`src/rtl/ysyx_22040237_lsu.sv`:
```
// ysyx_22040237_lsu: RV64 load/store unit between execute and writeback.
// Ports: clk, rst (async, active-high)
//        exu_valid_i/lsu_ready_o, rd_wr_en_i, rd_idx_i, alu_res_i, ls_info_bus_i, rs2_store_i - op from execute
//        mem_req_o/mem_we_o/mem_addr_o/mem_wdata_o/mem_wmask_o, mem_gnt_i, mem_rvalid_i/mem_rdata_i - data memory
//        wb_valid_o, wb_rd_wr_en_o, wb_rd_idx_o, wb_data_o - one-cycle writeback beat
//        misalign_o - misaligned-access pulse
// Optional: define YSYX_22040237_LSU_MISALIGN_CHK_EN to trap size-misaligned accesses without a memory request.
module ysyx_22040237_lsu #(
  parameter int ADDR_W = 64,
  parameter int DATA_W = 64
) (
  input  logic              clk,
  input  logic              rst,
  input  logic              exu_valid_i,
  output logic              lsu_ready_o,
  input  logic              rd_wr_en_i,
  input  logic [4:0]        rd_idx_i,
  input  logic [DATA_W-1:0] alu_res_i,
  input  logic [6:0]        ls_info_bus_i,
  input  logic [DATA_W-1:0] rs2_store_i,
  output logic              mem_req_o,
  output logic              mem_we_o,
  output logic [ADDR_W-1:0] mem_addr_o,
  output logic [DATA_W-1:0] mem_wdata_o,
  output logic [7:0]        mem_wmask_o,
  input  logic              mem_gnt_i,
  input  logic              mem_rvalid_i,
  input  logic [DATA_W-1:0] mem_rdata_i,
  output logic              wb_valid_o,
  output logic              wb_rd_wr_en_o,
  output logic [4:0]        wb_rd_idx_o,
  output logic [DATA_W-1:0] wb_data_o,
  output logic              misalign_o
);
  typedef enum logic [1:0] {IDLE, REQ, WAIT_R, RESP} state_t;
  state_t            state_q;
  logic              ready_q, mem_req_q, mem_we_q, wb_valid_q, wb_wen_q, misalign_q;
  logic              ld_q, usign_q, wen_q;
  logic [1:0]        sz_q;
  logic [2:0]        off_q;
  logic [4:0]        wb_idx_q;
  logic [ADDR_W-1:0] mem_addr_q;
  logic [DATA_W-1:0] mem_wdata_q, wb_data_q;
  logic [7:0]        mem_wmask_q;
  logic              ld_i, is_ls_i, mis_i;
  logic [1:0]        sz_i;
  logic [2:0]        off_i;
  logic [7:0]        wmask_i;
  logic [DATA_W-1:0] wdata_i, sh, ld_data;
  // load wins when both load and store are set; size code 0..3 = byte..dw, dw when no size bit
  assign ld_i    = ls_info_bus_i[0];
  assign is_ls_i = |ls_info_bus_i[1:0];
  assign sz_i    = ls_info_bus_i[6] ? 2'd3 : ls_info_bus_i[5] ? 2'd2 :
                   ls_info_bus_i[4] ? 2'd1 : ls_info_bus_i[3] ? 2'd0 : 2'd3;
  assign off_i   = alu_res_i[2:0];
  // lanes past byte 7 fall off the shift: boundary-crossing accesses are truncated, never split
  assign wmask_i = (sz_i == 2'd0 ? 8'h01 : sz_i == 2'd1 ? 8'h03 : sz_i == 2'd2 ? 8'h0f : 8'hff) << off_i;
  assign wdata_i = rs2_store_i << {off_i, 3'b000};
`ifdef YSYX_22040237_LSU_MISALIGN_CHK_EN
  assign mis_i = is_ls_i & (sz_i == 2'd1 ? off_i[0] : sz_i == 2'd2 ? |off_i[1:0] : sz_i == 2'd3 ? |off_i : 1'b0);
`else
  assign mis_i = 1'b0;
`endif
  assign sh      = mem_rdata_i >> {off_q, 3'b000};
  assign ld_data = sz_q == 2'd3 ? sh :
                   sz_q == 2'd2 ? {{32{~usign_q & sh[31]}}, sh[31:0]} :
                   sz_q == 2'd1 ? {{48{~usign_q & sh[15]}}, sh[15:0]} :
                                  {{56{~usign_q & sh[7]}}, sh[7:0]};
  always_ff @(posedge clk or posedge rst) begin
    if (rst) begin
      state_q     <= IDLE;
      ready_q     <= 1'b1;
      mem_req_q   <= 1'b0;
      mem_we_q    <= 1'b0;
      mem_addr_q  <= '0;
      mem_wdata_q <= '0;
      mem_wmask_q <= '0;
      wb_valid_q  <= 1'b0;
      wb_wen_q    <= 1'b0;
      wb_idx_q    <= '0;
      wb_data_q   <= '0;
      misalign_q  <= 1'b0;
      ld_q        <= 1'b0;
      usign_q     <= 1'b0;
      wen_q       <= 1'b0;
      sz_q        <= '0;
      off_q       <= '0;
    end else begin
      case (state_q)
        IDLE: if (exu_valid_i) begin
          ready_q  <= 1'b0;
          wb_idx_q <= rd_idx_i;
          wen_q    <= rd_wr_en_i;
          ld_q     <= ld_i;
          usign_q  <= ls_info_bus_i[2];
          sz_q     <= sz_i;
          off_q    <= off_i;
          if (!is_ls_i || mis_i) begin
            state_q    <= RESP;
            wb_valid_q <= 1'b1;
            wb_wen_q   <= ~is_ls_i & rd_wr_en_i;
            wb_data_q  <= is_ls_i ? '0 : alu_res_i;
            misalign_q <= mis_i;
          end else begin
            state_q     <= REQ;
            mem_req_q   <= 1'b1;
            mem_we_q    <= ~ld_i;
            mem_addr_q  <= ADDR_W'({alu_res_i[DATA_W-1:3], 3'b000});
            mem_wdata_q <= ld_i ? '0 : wdata_i;
            mem_wmask_q <= ld_i ? '0 : wmask_i;
          end
        end
        REQ: if (mem_gnt_i) begin
          mem_req_q   <= 1'b0;
          mem_we_q    <= 1'b0;
          mem_addr_q  <= '0;
          mem_wdata_q <= '0;
          mem_wmask_q <= '0;
          if (ld_q) state_q <= WAIT_R;
          else begin
            state_q    <= RESP;
            wb_valid_q <= 1'b1;
            wb_wen_q   <= 1'b0;
            wb_data_q  <= '0;
          end
        end
        WAIT_R: if (mem_rvalid_i) begin
          state_q    <= RESP;
          wb_valid_q <= 1'b1;
          wb_wen_q   <= wen_q;
          wb_data_q  <= ld_data;
        end
        RESP: begin
          state_q    <= IDLE;
          ready_q    <= 1'b1;
          wb_valid_q <= 1'b0;
          misalign_q <= 1'b0;
        end
        default: state_q <= IDLE;
      endcase
    end
  end
  assign lsu_ready_o   = ready_q;
  assign mem_req_o     = mem_req_q;
  assign mem_we_o      = mem_we_q;
  assign mem_addr_o    = mem_addr_q;
  assign mem_wdata_o   = mem_wdata_q;
  assign mem_wmask_o   = mem_wmask_q;
  assign wb_valid_o    = wb_valid_q;
  assign wb_rd_wr_en_o = wb_wen_q;
  assign wb_rd_idx_o   = wb_idx_q;
  assign wb_data_o     = wb_data_q;
  assign misalign_o    = misalign_q;
endmodule

```
`config.mk`:
```
export PLATFORM = sky130hd
export DESIGN_NAME = ysyx_22040237_lsu
export DESIGN_NICKNAME = d
export VERILOG_FILES = /design/src/rtl/ysyx_22040237_lsu.sv
export SDC_FILE = /design/constraint.sdc
export NUM_CORES = 1
export LEC_CHECK = 0
export CAP_MARGIN = 20
export CELL_PAD_IN_SITES_DETAIL_PLACEMENT = 2
export CELL_PAD_IN_SITES_GLOBAL_PLACEMENT = 2
export CORE_UTILIZATION = 36
export CTS_CLUSTER_DIAMETER = 60
export DETAILED_ROUTE_END_ITERATION = 8
export DONT_BUFFER_PORTS = 1
export GPL_TIMING_DRIVEN = 0
export PLACE_DENSITY_LB_ADDON = 0.1
export SYNTH_ARGS = -nofsm -noshare
export SYNTH_HDL_FRONTEND = slang
export SYNTH_SLANG_ARGS = --single-unit
```
`constraint.sdc`:
```
create_clock -name clk -period 16.35 [get_ports clk]
set_input_delay 1.635 -clock clk [delete_from_list [all_inputs] [get_ports clk]]
set_output_delay 1.635 -clock clk [all_outputs]
set_load 0.005 [all_outputs]
```
# == Word-level counts from Yosys, hierarchy flattened ==
# Index checks and enable logic that the tools add are counted.
# op_classes
shifts,3
div,0
eq_ne,14
order_cmp,0
reduce_logical,13
bitwise_logic,7
mul,0
add_sub_neg,0
n_mux,59
# op_table
op,n
$mux 64,14
$pmux 64 s2,2
$pmux 64 s3,1
$shl 64x6->64,1
$shr 64x6->64,1
$mux 8,7
$mux 1,19
$mux 2,8
$pmux 8 s2,1
$ne 2x2->1 const B,6
$eq 2x2->1 const B,5
$pmux 1 s2,4
$pmux 2 s4,1
$shl 8x3->8,1
$eq 2x1->1 const B,3
$reduce_and 3->1,2
$reduce_and 6->1,1
$reduce_and 5->1,1
$and 1x1->1,4
$logic_not 2->1,2
$pmux 1 s4,1
$reduce_and 2->1,2
$reduce_and 4->1,1
$reduce_bool 2->1,2
other kinds (4),6
# totals
output_inout_bits,211
romBits,0
latch_bits,0
memories,0
reg_bits,221
ramBits,0

# == Logic depth before layout (Yosys ltp) ==
# Gate-level depths: netlist of the first run.
# logic_depth
depth_word,13
mapped_depth,10

# == Worst setup path before layout of the first run ==
# No wires, ideal clock.
# synth_timing
path_kind,input-to-reg
start,in alu_res_i[2]
end,reg mem_wdata_q[42] (netlist: mem_wdata_o[42])
arrival_time_ps,2949
setup_time_ps,67
path_slack_ps,13334
cell_stages,6
cell_sequence,clkbuf_1 clkbuf_1 buf_1 a211oi_1 o32ai_1 a22o_1
# synth_between
elab_chain_cells,5
# synth_rtl
element,line_no,source
start: declaration,18,"input logic [DATA_W-1:0] alu_res_i,"
$shl 64x6->64,58,"assign wdata_i = rs2_store_i << {off_i, 3'b000};"
$mux 64,109,mem_wdata_q <= ld_i ? '0 : wdata_i;
$mux 64,98,if (!is_ls_i || mis_i) begin
$mux 64,90,IDLE: if (exu_valid_i) begin
$pmux 64 s2,89,case (state_q)
end signal: assignment,109,
end: declaration,43,"logic [DATA_W-1:0] mem_wdata_q, wb_data_q;"
# No other way between the ends. The select of a mux whose other input is x is not followed.
# A chain may end at the register's enable or synchronous reset.

# == Worst setup path in the final report of the first run ==
# layout_timing
start,in ls_info_bus_i[1]
end,reg mem_addr_q[32] (netlist: mem_addr_o[32])
# layout_between
elab_chain_cells,3
# layout_rtl
element,line_no,source
start: declaration,19,"input logic [6:0] ls_info_bus_i,"
$reduce_or 2->1,52,assign is_ls_i = |ls_info_bus_i[1:0];
$ne 2x2->1 (no source line),n/a,
$reduce_and 4->1 (no source line),n/a,
end signal: assignment,108,"mem_addr_q <= ADDR_W'({alu_res_i[DATA_W-1:3], 3'b000});"
end: declaration,42,logic [ADDR_W-1:0] mem_addr_q;
# No other way between the ends.

==> out/metrics.cfg, run 1 <==
[die]
core-area_um2 = 33700
start_util_pct = 36.7
floorplan.die.height_um = 187
ios = 421
die_area_um2 = 35100
chipWidth_um = 187
cell_row_count = 67

[worst_setup_path]
worst-setup-path-type = in2reg
ff2ff_setup_slack_ns = 12.68
startpoint_type = primary input
timing.critical_path.required_ns = 16.75
arrival_time_at_the_worst_endpoint_ns = 4.27
cp-end-kind = flop
cp_slowest_cell = sky130_fd_sc_hd__clkbuf_1
critical_path_peak_fanout = 10
worst_path_most_repeated_cell = sky130_fd_sc_hd__clkbuf_1
timing.reg2reg.worst_path_depth = 9
regToRegEndpoint = mem_addr_o[32]
crit_path_max_incr_delay_ns = 0.71
reg2reg_from = state_q[1]
crit_path_cell_trace = nor2_1, o22ai_1, nand2_1, clkbuf_1, clkbuf_1, o21ai_0

[logic_synthesis]
dominantRegCellSynth = sky130_fd_sc_hd__dfrtp_1
async_sr_flop_fraction_pct = 100
synth_enable_flop_cells = 0
synth_area_um2 = 12400
mapped_avg_cell_area_um2 = 9.36
yosysWarnings = 0
postSynthRegisterBits = 217
syn_inst = 1321
synth.lib_cells_used.distinct = 57
share_of_the_yosys_chip_area_belonging_to_registers_pct = 43.9

[timing]
finalCriticalPeriod_ns = 3.87
setup_viol_count_final = 0
rsz0062_at_grt = no
final.period_utilization_pct = 23.7
finalClockSkew_ns = 0.0165
timing.final.max_slew_violations = 0
slew_at_the_pin_with_the_worst_max_slew_slack_ns = 1.01
tns_ns = 0
timing.final.ws_setup_ns = 12.48
clock.fmax_ghz = 0.258
timing.slew.headroom_pct = 32.2
hold_violations = 0

[placement]
dp.final_hpwl_um = 46200
dp_worst_setup_slack_ns = 11.94
count_of_port_buffers_added_during_placement = 0
dp_cells = 1773
gp_congestion = 0.957

[cts]
cts.sinks = 217
clock_path_buffers = 3
ctsHoldBuffers = 0
clock_insertion_delay_at_the_later_pin_of_the_skew_report_ns = 0.56
cts.root.buffer_cell = sky130_fd_sc_hd__clkbuf_16
clk_pin_slew_worst_paths_ns = 0.06
tritoncts_clock_tree = yes
cts_inserted_buffers = 29
postCtsSetupBuffers = 0
cts_repair_resize_count = 0
ctsHtreeMaxLevel = 1

[global_routing]
globalRouteOverflowTotal = 0
grtUsageTotal_pct = 33.3
first_global_vias = 12378
global_route_wire_length_before_repair_um = 86400
pin_count_of_the_biggest_net_entering_global_routing = 111
antenna_found_initial = 4

[power_and_ir_drop]
combinationalPowerShare_pct = 46.6
power.sequential.fraction_pct = 31.5
p_sw_share_pct = 47.0
power.static_leakage_nw = 6.08
ir_worst_vdd_uv = 94.7
power_density_nw_per_um2 = 212
total_switching_power_mw = 1.39
internal_power_mw = 1.57
clock_power_share_pct = 22.0
design_power_total_mw = 2.96

[layout]
layout_common_cells = 238 x sky130_fd_sc_hd__nand2_1, 216 x sky130_fd_sc_hd__dfrtp_1, 116 x sky130_fd_sc_hd__o21ai_0
drive_above_1_share_pct = 9.72
filler_cell_count = 3688
area_delta_synth_final_pct = 12.8
layout.area.seq_um2 = 5430
post_layout_nonfiller_instances = 1832
mostFrequentLayoutCell = sky130_fd_sc_hd__nand2_1
finalNetCount = 1570
final_util_pct = 41.4
multi_input_comb_area_um2 = 6380

[job]
drv.max_cap_violation_count = 0

[drt]
detailedRoute.firstIterationViolations = 624
drt-wirelength-per-cell_um = 32.2
viasPerCell = 6.12
total_via_count_in_the_routed_design = 11216
final_routed_drc_violation_total = 0
drt_pre_antenna_iters = 5
drtAntennaViolNets = 0
drt_wl_total_um = 59100

[run_status]
outcome = finished, final reports clean

[min_path]
sink_of_the_worst_hold_path = mem_addr_o[36]
worst_hold_startpoint = mem_addr_o[36]
hold_class = reg2reg
min_delay_path_depth = 2

==> final cells by class <==
class,instances,area share [%]
multi-input combinational,969,45.7
sequential,217,38.9
clock buffer,42,5.84
tap,448,4.02
buffer,121,3.59
clock inverter,12,1.11
inverter,17,0.511
timing repair buffer,1,0.197
antenna,5,0.0896
==> metal layers <==
metal  share of wire (%)  up-vias  track usage (%)
li1                    -     4873                -
met1                  38     5802             39.0
met2                  50      464             57.7
met3                 9.7       77             11.0
met4                 2.5        0             9.77
met5                   0        -                0
==> power by group through the flow <==
stage	registers, mW	clock network, mW	logic (mW)
6_report	0.931	0.651	1.38
4_1_cts	0.933	0.661	1.38
3_5_place_dp	0.940	0	1.37
5_1_grt	0.950	0.680	1.50
3_3_place_gp	0.933	0	1.32
2_1_floorplan	0.863	0	0.912
==> sequential cells by signal, summed over array words and instances, names as in the netlist, 2 cells and up <==
name         count
mem_addr_o      61
sz_q             2
mem_wmask_o      8
state_q          2
mem_wdata_o     64
wb_rd_idx_o      5
wb_data_o       64
off_q            3
==> cell usage after synthesis, drive strengths merged, types with 8 or more instances <==
master | instances | share of area, %
a211oi | 17 | 1.0
a21oi | 73 | 3.0
a221oi | 8 | 0.57
a22o | 45 | 3.2
a31oi | 21 | 1.1
and2 | 10 | 0.51
buf | 41 | 1.6
clkbuf | 80 | 2.4
dfrtp | 216 | 44
inv | 16 | 0.49
mux2 | 25 | 2.3
mux2i | 115 | 9.3
mux4 | 25 | 4.6
nand2 | 238 | 7.2
nand3 | 24 | 1.0
nor2 | 63 | 1.9
nor2b | 23 | 1.2
o211ai | 21 | 1.3
o21a | 18 | 1.1
o21ai | 128 | 5.2
o22ai | 34 | 1.7
o31ai | 8 | 0.49
o32ai | 8 | 0.57
==> through the flow <==
stage | hold WS, ns | cell area (um2)
6_report | 0.503 | 14000
5_1_grt | 0.541 | 14000
4_1_cts | 0.509 | 13900
3_5_place_dp | 0.496 | 13000
3_3_place_gp | 0.487 | 12900
2_1_floorplan | 0.471 | 12400
==> cells by family (layout without fill, tap and decap cells) <==
| group | Yosys count | after routing | synth area share [%] |
|---|---|---|---|
| AND/OR/NAND/NOR | 377 | 377 | 13.0 |
| buffers and inverters | 138 | 193 | 4.57 |
| multiplexers | 165 | 165 | 16.1 |
| other | 1 | 9 | 0.0303 |
| adder cells (fa/ha/maj) | 4 | 4 | 0.405 |
| flip-flops | 217 | 217 | 43.9 |
| AO/OA/AOI/OAI | 419 | 419 | 21.9 |
==> worst max-delay path by stage <==
stage	start	to	slack (ns)
after global routing	ls_info_bus_i[1]	mem_wdata_o[62]	12.38
after CTS	ls_info_bus_i[1]	mem_addr_o[60]	12.51
after floorplan	rst	ld_q	8.78
after detailed placement	ls_info_bus_i[1]	mem_addr_o[32]	11.94
final	ls_info_bus_i[1]	mem_addr_o[32]	12.48
after global placement	rst	wb_data_o[24]	5.87
==> worst max-delay path, delay by kind of cell <==
kind / cells / cell delay (ns)
AO/OA/AOI/OAI: 2 / 0.38
buffers and inverters: 2 / 1.33
AND/OR/NAND/NOR: 2 / 0.89
Note: power is estimated with default switching activity, not from simulation.
==> inputs of run 2 (changes only) <==
CORE_UTILIZATION = 34   (was 36)
clock period = 3.4 ns   (was 16.35 ns; I/O delays follow)
==> run 2 against run 1 <==
The flow now finishes with violations (DRC). Worst setup slack worse by 12 ns. First-iteration DRC count is 13% lower. Worst hold slack worse by 0.48 ns. Final area is 7.0% higher. Cell count is 5.4% higher. Combinational power grew to 4.9 times the previous value. Count of clock-buffer cells in the layout is 5 lower. Die area is 5.8% higher. Sequential cell count stayed put. Global-route usage is 0.28 points lower. Register-to-register slack worse by 13 ns. Critical endpoint is now mem_addr_o[31].
==> out/metrics.cfg, run 2 (same netlist as run 1, synthesis figures left out) <==
[placement]
dp.final_hpwl_um = 47800  ; +3.4%
post_dp_cell_area_um2 = 13100  ; +0.81%
gp_congestion = 0.929  ; -3.0%
count_of_port_buffers_added_during_placement = 0  ; unchanged

[timing]
finalCriticalPeriod_ns = 3.29
setup_viol_count_final = 0  ; unchanged
rsz0062_at_grt = no
timing.slew.headroom_pct = 32.4  ; +0.26 points
clock.fmax_ghz = 0.303
finalClockSkew_ns = 0.0131  ; -0.00335 ns
timing.final.max_slew_violations = 0  ; unchanged
slew_at_the_pin_with_the_worst_max_slew_slack_ns = 1.01  ; -0.00390 ns
hold_violations = 0  ; unchanged
final.period_utilization_pct = 96.9

[cts]
cts_inserted_buffers = 28  ; -3.4%
tritoncts_clock_tree = yes
cts.sinks = 217  ; unchanged
clk_pin_slew_worst_paths_ns = 0.06  ; about the same
clock_path_buffers = 3  ; unchanged
ctsHtreeMaxLevel = 1  ; unchanged
postCtsSetupBuffers = 0  ; unchanged
cts.root.buffer_cell = sky130_fd_sc_hd__clkbuf_16
clock_insertion_delay_at_the_later_pin_of_the_skew_report_ns = 0.56  ; about the same

[die]
die_area_um2 = 37100  ; +5.8%
ios = 421  ; unchanged
core-area_um2 = 35700  ; +5.8%
floorplan.die.height_um = 193  ; +2.9%
start_util_pct = 34.7  ; -2.0 points
chipWidth_um = 193  ; +2.9%
cell_row_count = 69  ; +3.0%

[worst_setup_path]
path_delay_family = buffers and inverters
startpoint_type = flop
crit_path_max_incr_delay_ns = 0.62  ; -0.09 ns
ff2ff_setup_slack_ns = 0.11  ; -12.57 ns
crit_path_cell_trace = inv_1, ha_1, buf_2, inv_2, o22ai_1, nand2_2, clkbuf_2, clkbuf_1, o21ai_0
cp-end-kind = flop
worst-setup-path-type = reg2reg
timing.critical_path.required_ns = 3.79  ; -12.96 ns
critical_path_peak_fanout = 11  ; +1
arrival_time_at_the_worst_endpoint_ns = 3.69  ; -0.58 ns
regToRegEndpoint = mem_addr_o[31]
timing.reg2reg.worst_path_depth = 9  ; unchanged
reg2reg_from = state_q[1]
cp_slowest_cell = sky130_fd_sc_hd__clkbuf_1
critical_path.n_buffers_inverters = 5  ; +3

[global_routing]
global_route_wire_length_before_repair_um = 89200  ; +3.2%
antenna_found_initial = 1  ; -3
first_global_vias = 12992  ; +5.0%
globalRouteOverflowTotal = 0  ; unchanged
pin_count_of_the_biggest_net_entering_global_routing = 39  ; -65%
grtUsageTotal_pct = 33.0  ; -0.28 points

[drt]
drt_wl_total_um = 62100  ; +5.1%
drt-wirelength-per-cell_um = 32.1  ; -0.31%
viasPerCell = 6.05  ; -1.2%
drt_pre_antenna_iters = 7  ; +2
detailedRoute.firstIterationViolations = 544  ; -13%
total_via_count_in_the_routed_design = 11681  ; +4.1%
final_routed_drc_violation_total = 108  ; +108
drtAntennaViolNets = 0  ; unchanged

[layout]
final_area_um2 = 14900  ; +7.0%
mostFrequentLayoutCell = sky130_fd_sc_hd__nand2_1
drive_above_1_share_pct = 10.1  ; +0.39 points
finalNetCount = 1657  ; +5.5%
area_delta_synth_final_pct = 20.8
layout_common_cells = 237 x sky130_fd_sc_hd__nand2_1, 216 x sky130_fd_sc_hd__dfrtp_1, 116 x sky130_fd_sc_hd__o21ai_0

[min_path]
worst_hold_startpoint = alu_res_i[5]
min_delay_path_depth = 2  ; unchanged
hold_class = in2reg
sink_of_the_worst_hold_path = mem_addr_o[5]

[power_and_ir_drop]
power.static_leakage_nw = 6.49  ; +6.8%
ir_worst_vdd_uv = 522  ; +450%
design_power_total_mw = 14.5  ; +390%
power_density_nw_per_um2 = 972  ; +360%

[run_status]
outcome = finished, violations left
failed_checks = DRC

[job]
drv.max_cap_violation_count = 0  ; unchanged

-- run 2: worst max-delay path by stage --
| stage | startpoint | endpoint | slack, ns | cells after the start |
|---|---|---|---|---|
| 2_1_floorplan | rst | ld_q | 0.23 | 1 |
| 3_3_place_gp | rst | wb_data_o[22] | -1.27 | 1 |
| 3_5_place_dp | state_q[1] | mem_addr_o[32] | -0.33 | 9 |
| 4_1_cts | state_q[0] | wb_data_o[21] | 0.05 | 8 |
| 5_1_grt | state_q[1] | mem_addr_o[31] | 0.06 | 9 |
| 6_report | state_q[1] | mem_addr_o[31] | 0.11 | 9 |
-- run 2: layout make-up --
type / count / area (um2)
diodes: 5 / 12.5
plain buffers: 121 / 504
clock buffers: 37 / 795
clock inverters: 15 / 206
fillers: 3859 / 20700
inverters: 17 / 67.6
multi-input cells: 969 / 6390
flip-flops and latches: 217 / 5430
well taps: 461 / 577
repair buffers: 89 / 951
-- run 2: power by group --
group	leakage [nW]	internal (mW)	switching [mW]
logic	3.19	2.16	4.64
registers	2.80	3.57	0.945
clock network	0.494	1.96	1.24
total	6.49	7.69	6.82
-- run 2: worst reg2reg max path, delay by kind of cell, from the launching register on --
kind                       cells  cell delay, ns
and+or+nand+nor                1            0.36
DFF                            1            0.42
AOI/OAI and AO/OA              2            0.43
adders and majority gates      1            0.18
buffers and inverters          5            1.74
-- run 2: what timing repair did --
item | CTS | global route
gates resized for setup | 2 | 3
hold buffers | 83 | 0
setup endpoints to repair | 99 | 46
endpoints found under the hold margin | 148 | 0
cloned | 0 | 0
-- run 2: metrics by stage --
stage | std cells | hold slack, ns | worst slack (ns) | setup TNS [ns] | util [%]
global placement | 1785 | 0.475 | -1.27 | -274.23 | 36.3
floorplan | 1324 | 0.471 | 0.235 | 0 | -
detailed placement | 1791 | 0.265 | -0.335 | -10.82 | 36.7
finish | 1931 | 0.0221 | 0.105 | 0 | 41.9
global route | 1928 | 0.00114 | 0.0588 | 0 | 41.9
CTS | 1926 | 0.00270 | 0.0505 | 0 | 41.8
-- run 2: metal layers --
| layer | part of all wire, % | vias to the layer above | track usage, % |
|---|---|---|---|
| li1 | - | 5060 | - |
| met1 | 38 | 6058 | 37.9 |
| met2 | 49 | 457 | 57.1 |
| met3 | 9.2 | 106 | 10.5 |
| met4 | 3.7 | 0 | 12.2 |
| met5 | 0 | - | 0 |
==> inputs of run 3 (changes only) <==
CORE_UTILIZATION = 36   (was 34)
clock period = 4.08 ns   (was 3.4 ns; I/O delays follow)
==> run 3 against run 2 <==
Final area fell by 2.0%. First-iteration DRC count rose by 18%. The flow now finishes without violations. Critical path type unchanged. Global-route usage rose by 1.1 points. Critical path depth did not move. Power fell by 19%.
==> out/metrics.cfg, run 3 (same netlist as run 1, synthesis figures left out) <==
[run_status]
outcome = finished, final reports clean

[placement]
count_of_port_buffers_added_during_placement = 0  ; unchanged
post_dp_cell_area_um2 = 13100  ; -0.12%
dp_worst_setup_slack_ns = 0.400  ; +0.735 ns
gp_congestion = 0.957  ; +3.0%
dp.final_hpwl_um = 46800  ; -2.1%

[global_routing]
grtUsageTotal_pct = 34.2  ; +1.1 points
antenna_found_initial = 4  ; +3
pin_count_of_the_biggest_net_entering_global_routing = 41  ; +5.1%
first_global_vias = 12895  ; -0.75%
globalRouteOverflowTotal = 0  ; unchanged
global_route_wire_length_before_repair_um = 89100  ; -0.12%

[timing]
rsz0062_at_grt = no
finalClockSkew_ns = 0.0126  ; -0.000466 ns
clock.fmax_ghz = 0.269  ; -11%
timing.final.ws_setup_ns = 0.366  ; +0.261 ns
timing.slew.headroom_pct = 32.4  ; -0.084 points
timing.hold.ws_ns = 0.0113  ; -0.0107 ns
setup_viol_count_final = 0  ; unchanged
finalCriticalPeriod_ns = 3.71  ; +0.419 ns
slew_at_the_pin_with_the_worst_max_slew_slack_ns = 1.01  ; +0.00125 ns
tns_ns = 0  ; unchanged
hold_violations = 0  ; unchanged
final.period_utilization_pct = 91.0  ; -5.9 points
timing.final.max_slew_violations = 0  ; unchanged

[die]
ios = 421  ; unchanged
core-area_um2 = 33700  ; -5.5%
cell_row_count = 67  ; -2.9%
die_area_um2 = 35100  ; -5.5%
chipWidth_um = 187  ; -2.8%
floorplan.die.height_um = 187  ; -2.8%
start_util_pct = 36.7  ; +2.0 points

[min_path]
worst_hold_startpoint = alu_res_i[46]
sink_of_the_worst_hold_path = wb_data_o[46]
min_delay_path_depth = 2  ; unchanged
hold_class = in2reg

[worst_setup_path]
timing.critical_path.required_ns = 4.47  ; +0.68 ns
ff2ff_setup_slack_ns = 0.37  ; +0.26 ns
reg2reg_from = state_q[1]
critical_path_peak_fanout = 10  ; -1
crit_path_cell_trace = inv_1, ha_1, buf_2, inv_2, o22ai_1, nand2_1, clkbuf_1, clkbuf_1, o21ai_0
path_delay_family = buffers and inverters
regToRegEndpoint = mem_addr_o[31]
timing.reg2reg.worst_path_depth = 9  ; unchanged
worst-setup-path-type = reg2reg
cp-end-kind = flop
cp_slowest_cell = sky130_fd_sc_hd__clkbuf_1
arrival_time_at_the_worst_endpoint_ns = 4.10  ; +0.41 ns
cp-startpoint = state_q[1]
crit_path_max_incr_delay_ns = 0.76  ; +0.14 ns
critical_path.n_buffers_inverters = 5  ; unchanged
worst_path_most_repeated_cell = sky130_fd_sc_hd__clkbuf_1
startpoint_type = flop

[drt]
detailedRoute.firstIterationViolations = 643  ; +18%
drt-wirelength-per-cell_um = 31.9  ; -0.64%
viasPerCell = 6.13  ; +1.4%
total_via_count_in_the_routed_design = 11633  ; -0.41%
drt_wl_total_um = 60600  ; -2.4%
drtAntennaViolNets = 0  ; unchanged
final_routed_drc_violation_total = 0  ; -100%
drt_pre_antenna_iters = 5  ; -2

[layout]
area_delta_synth_final_pct = 18.4
drive_above_1_share_pct = 9.20  ; -0.90 points
finalNetCount = 1642  ; -0.91%
layout_common_cells = 238 x sky130_fd_sc_hd__nand2_1, 216 x sky130_fd_sc_hd__dfrtp_1, 116 x sky130_fd_sc_hd__o21ai_0
final_area_um2 = 14600  ; -2.0%
mostFrequentLayoutCell = sky130_fd_sc_hd__nand2_1

[power_and_ir_drop]
p_sw_share_pct = 47.5  ; +0.50 points
clock_power_share_pct = 20.5  ; -1.5 points
internal_power_mw = 6.19  ; -19%
design_power_total_mw = 11.8  ; -19%
combinationalPowerShare_pct = 47.9  ; +1.0 points
power.sequential.fraction_pct = 31.6  ; +0.5 points
ir_worst_vdd_uv = 392  ; -25%
total_switching_power_mw = 5.61  ; -18%
power_density_nw_per_um2 = 806  ; -17%
power.static_leakage_nw = 6.36  ; -2.0%

[job]
drv.max_cap_violation_count = 0  ; unchanged

[cts]
clock_path_buffers = 3  ; unchanged
tritoncts_clock_tree = yes
cts_inserted_buffers = 27  ; -3.6%
ctsHtreeMaxLevel = 1  ; unchanged
postCtsSetupBuffers = 0  ; unchanged
cts.sinks = 217  ; unchanged
clock_insertion_delay_at_the_later_pin_of_the_skew_report_ns = 0.56  ; about the same
cts.root.buffer_cell = sky130_fd_sc_hd__clkbuf_16
clk_pin_slew_worst_paths_ns = 0.06  ; about the same

-- run 3: final cells by class --
| type | instances | area (um2) |
|---|---|---|
| Fill cell | 3674 | 19100 |
| Multi-Input combinational cell | 969 | 6380 |
| Sequential cell | 217 | 5430 |
| Timing Repair Buffer | 75 | 811 |
| Clock buffer | 38 | 757 |
| Tap cell | 448 | 561 |
| Buffer | 121 | 502 |
| Clock inverter | 8 | 124 |
| Inverter | 17 | 67.6 |
| Antenna cell | 4 | 10.0 |
-- run 3: through the flow --
stage               instances  utilization, %
floorplan                1324               -
global placement         1772            38.4
detailed placement       1778            38.8
CTS                      1893            43.4
global route             1896            43.5
finish                   1897            43.5
-- run 3: metal layers --
layer,track usage (%),share of wire [%]
met1,40.1,38
met2,58.0,49
met3,10.9,9.5
met4,12.7,4.1
met5,0,0.013
-- run 3: power groups by stage --
stage                     clock (mW)  sequential [mW]  combinational, mW
after floorplan                    0             3.46               3.65
after detailed placement           0             3.77               5.52
after global placement             0             3.74               5.35
after CTS                       2.45             3.74               5.63
after global routing            2.52             3.81               6.17
final                           2.42             3.73               5.65
-- run 3: worst max-delay path by stage --
stage                           to  slack [ns]  cells after the start
floorplan                     ld_q        0.85                      1
global placement    mem_addr_o[17]       -0.61                      1
detailed placement  mem_addr_o[31]        0.40                      9
CTS                 mem_addr_o[31]        0.32                      9
global route        mem_addr_o[31]        0.21                      9
finish              mem_addr_o[31]        0.37                      9
-- run 3: timing repair --
item	4_1_cts	5_1_grt
hold buffers	69	0
endpoints found under the hold margin	84	0
gates resized for setup	0	0
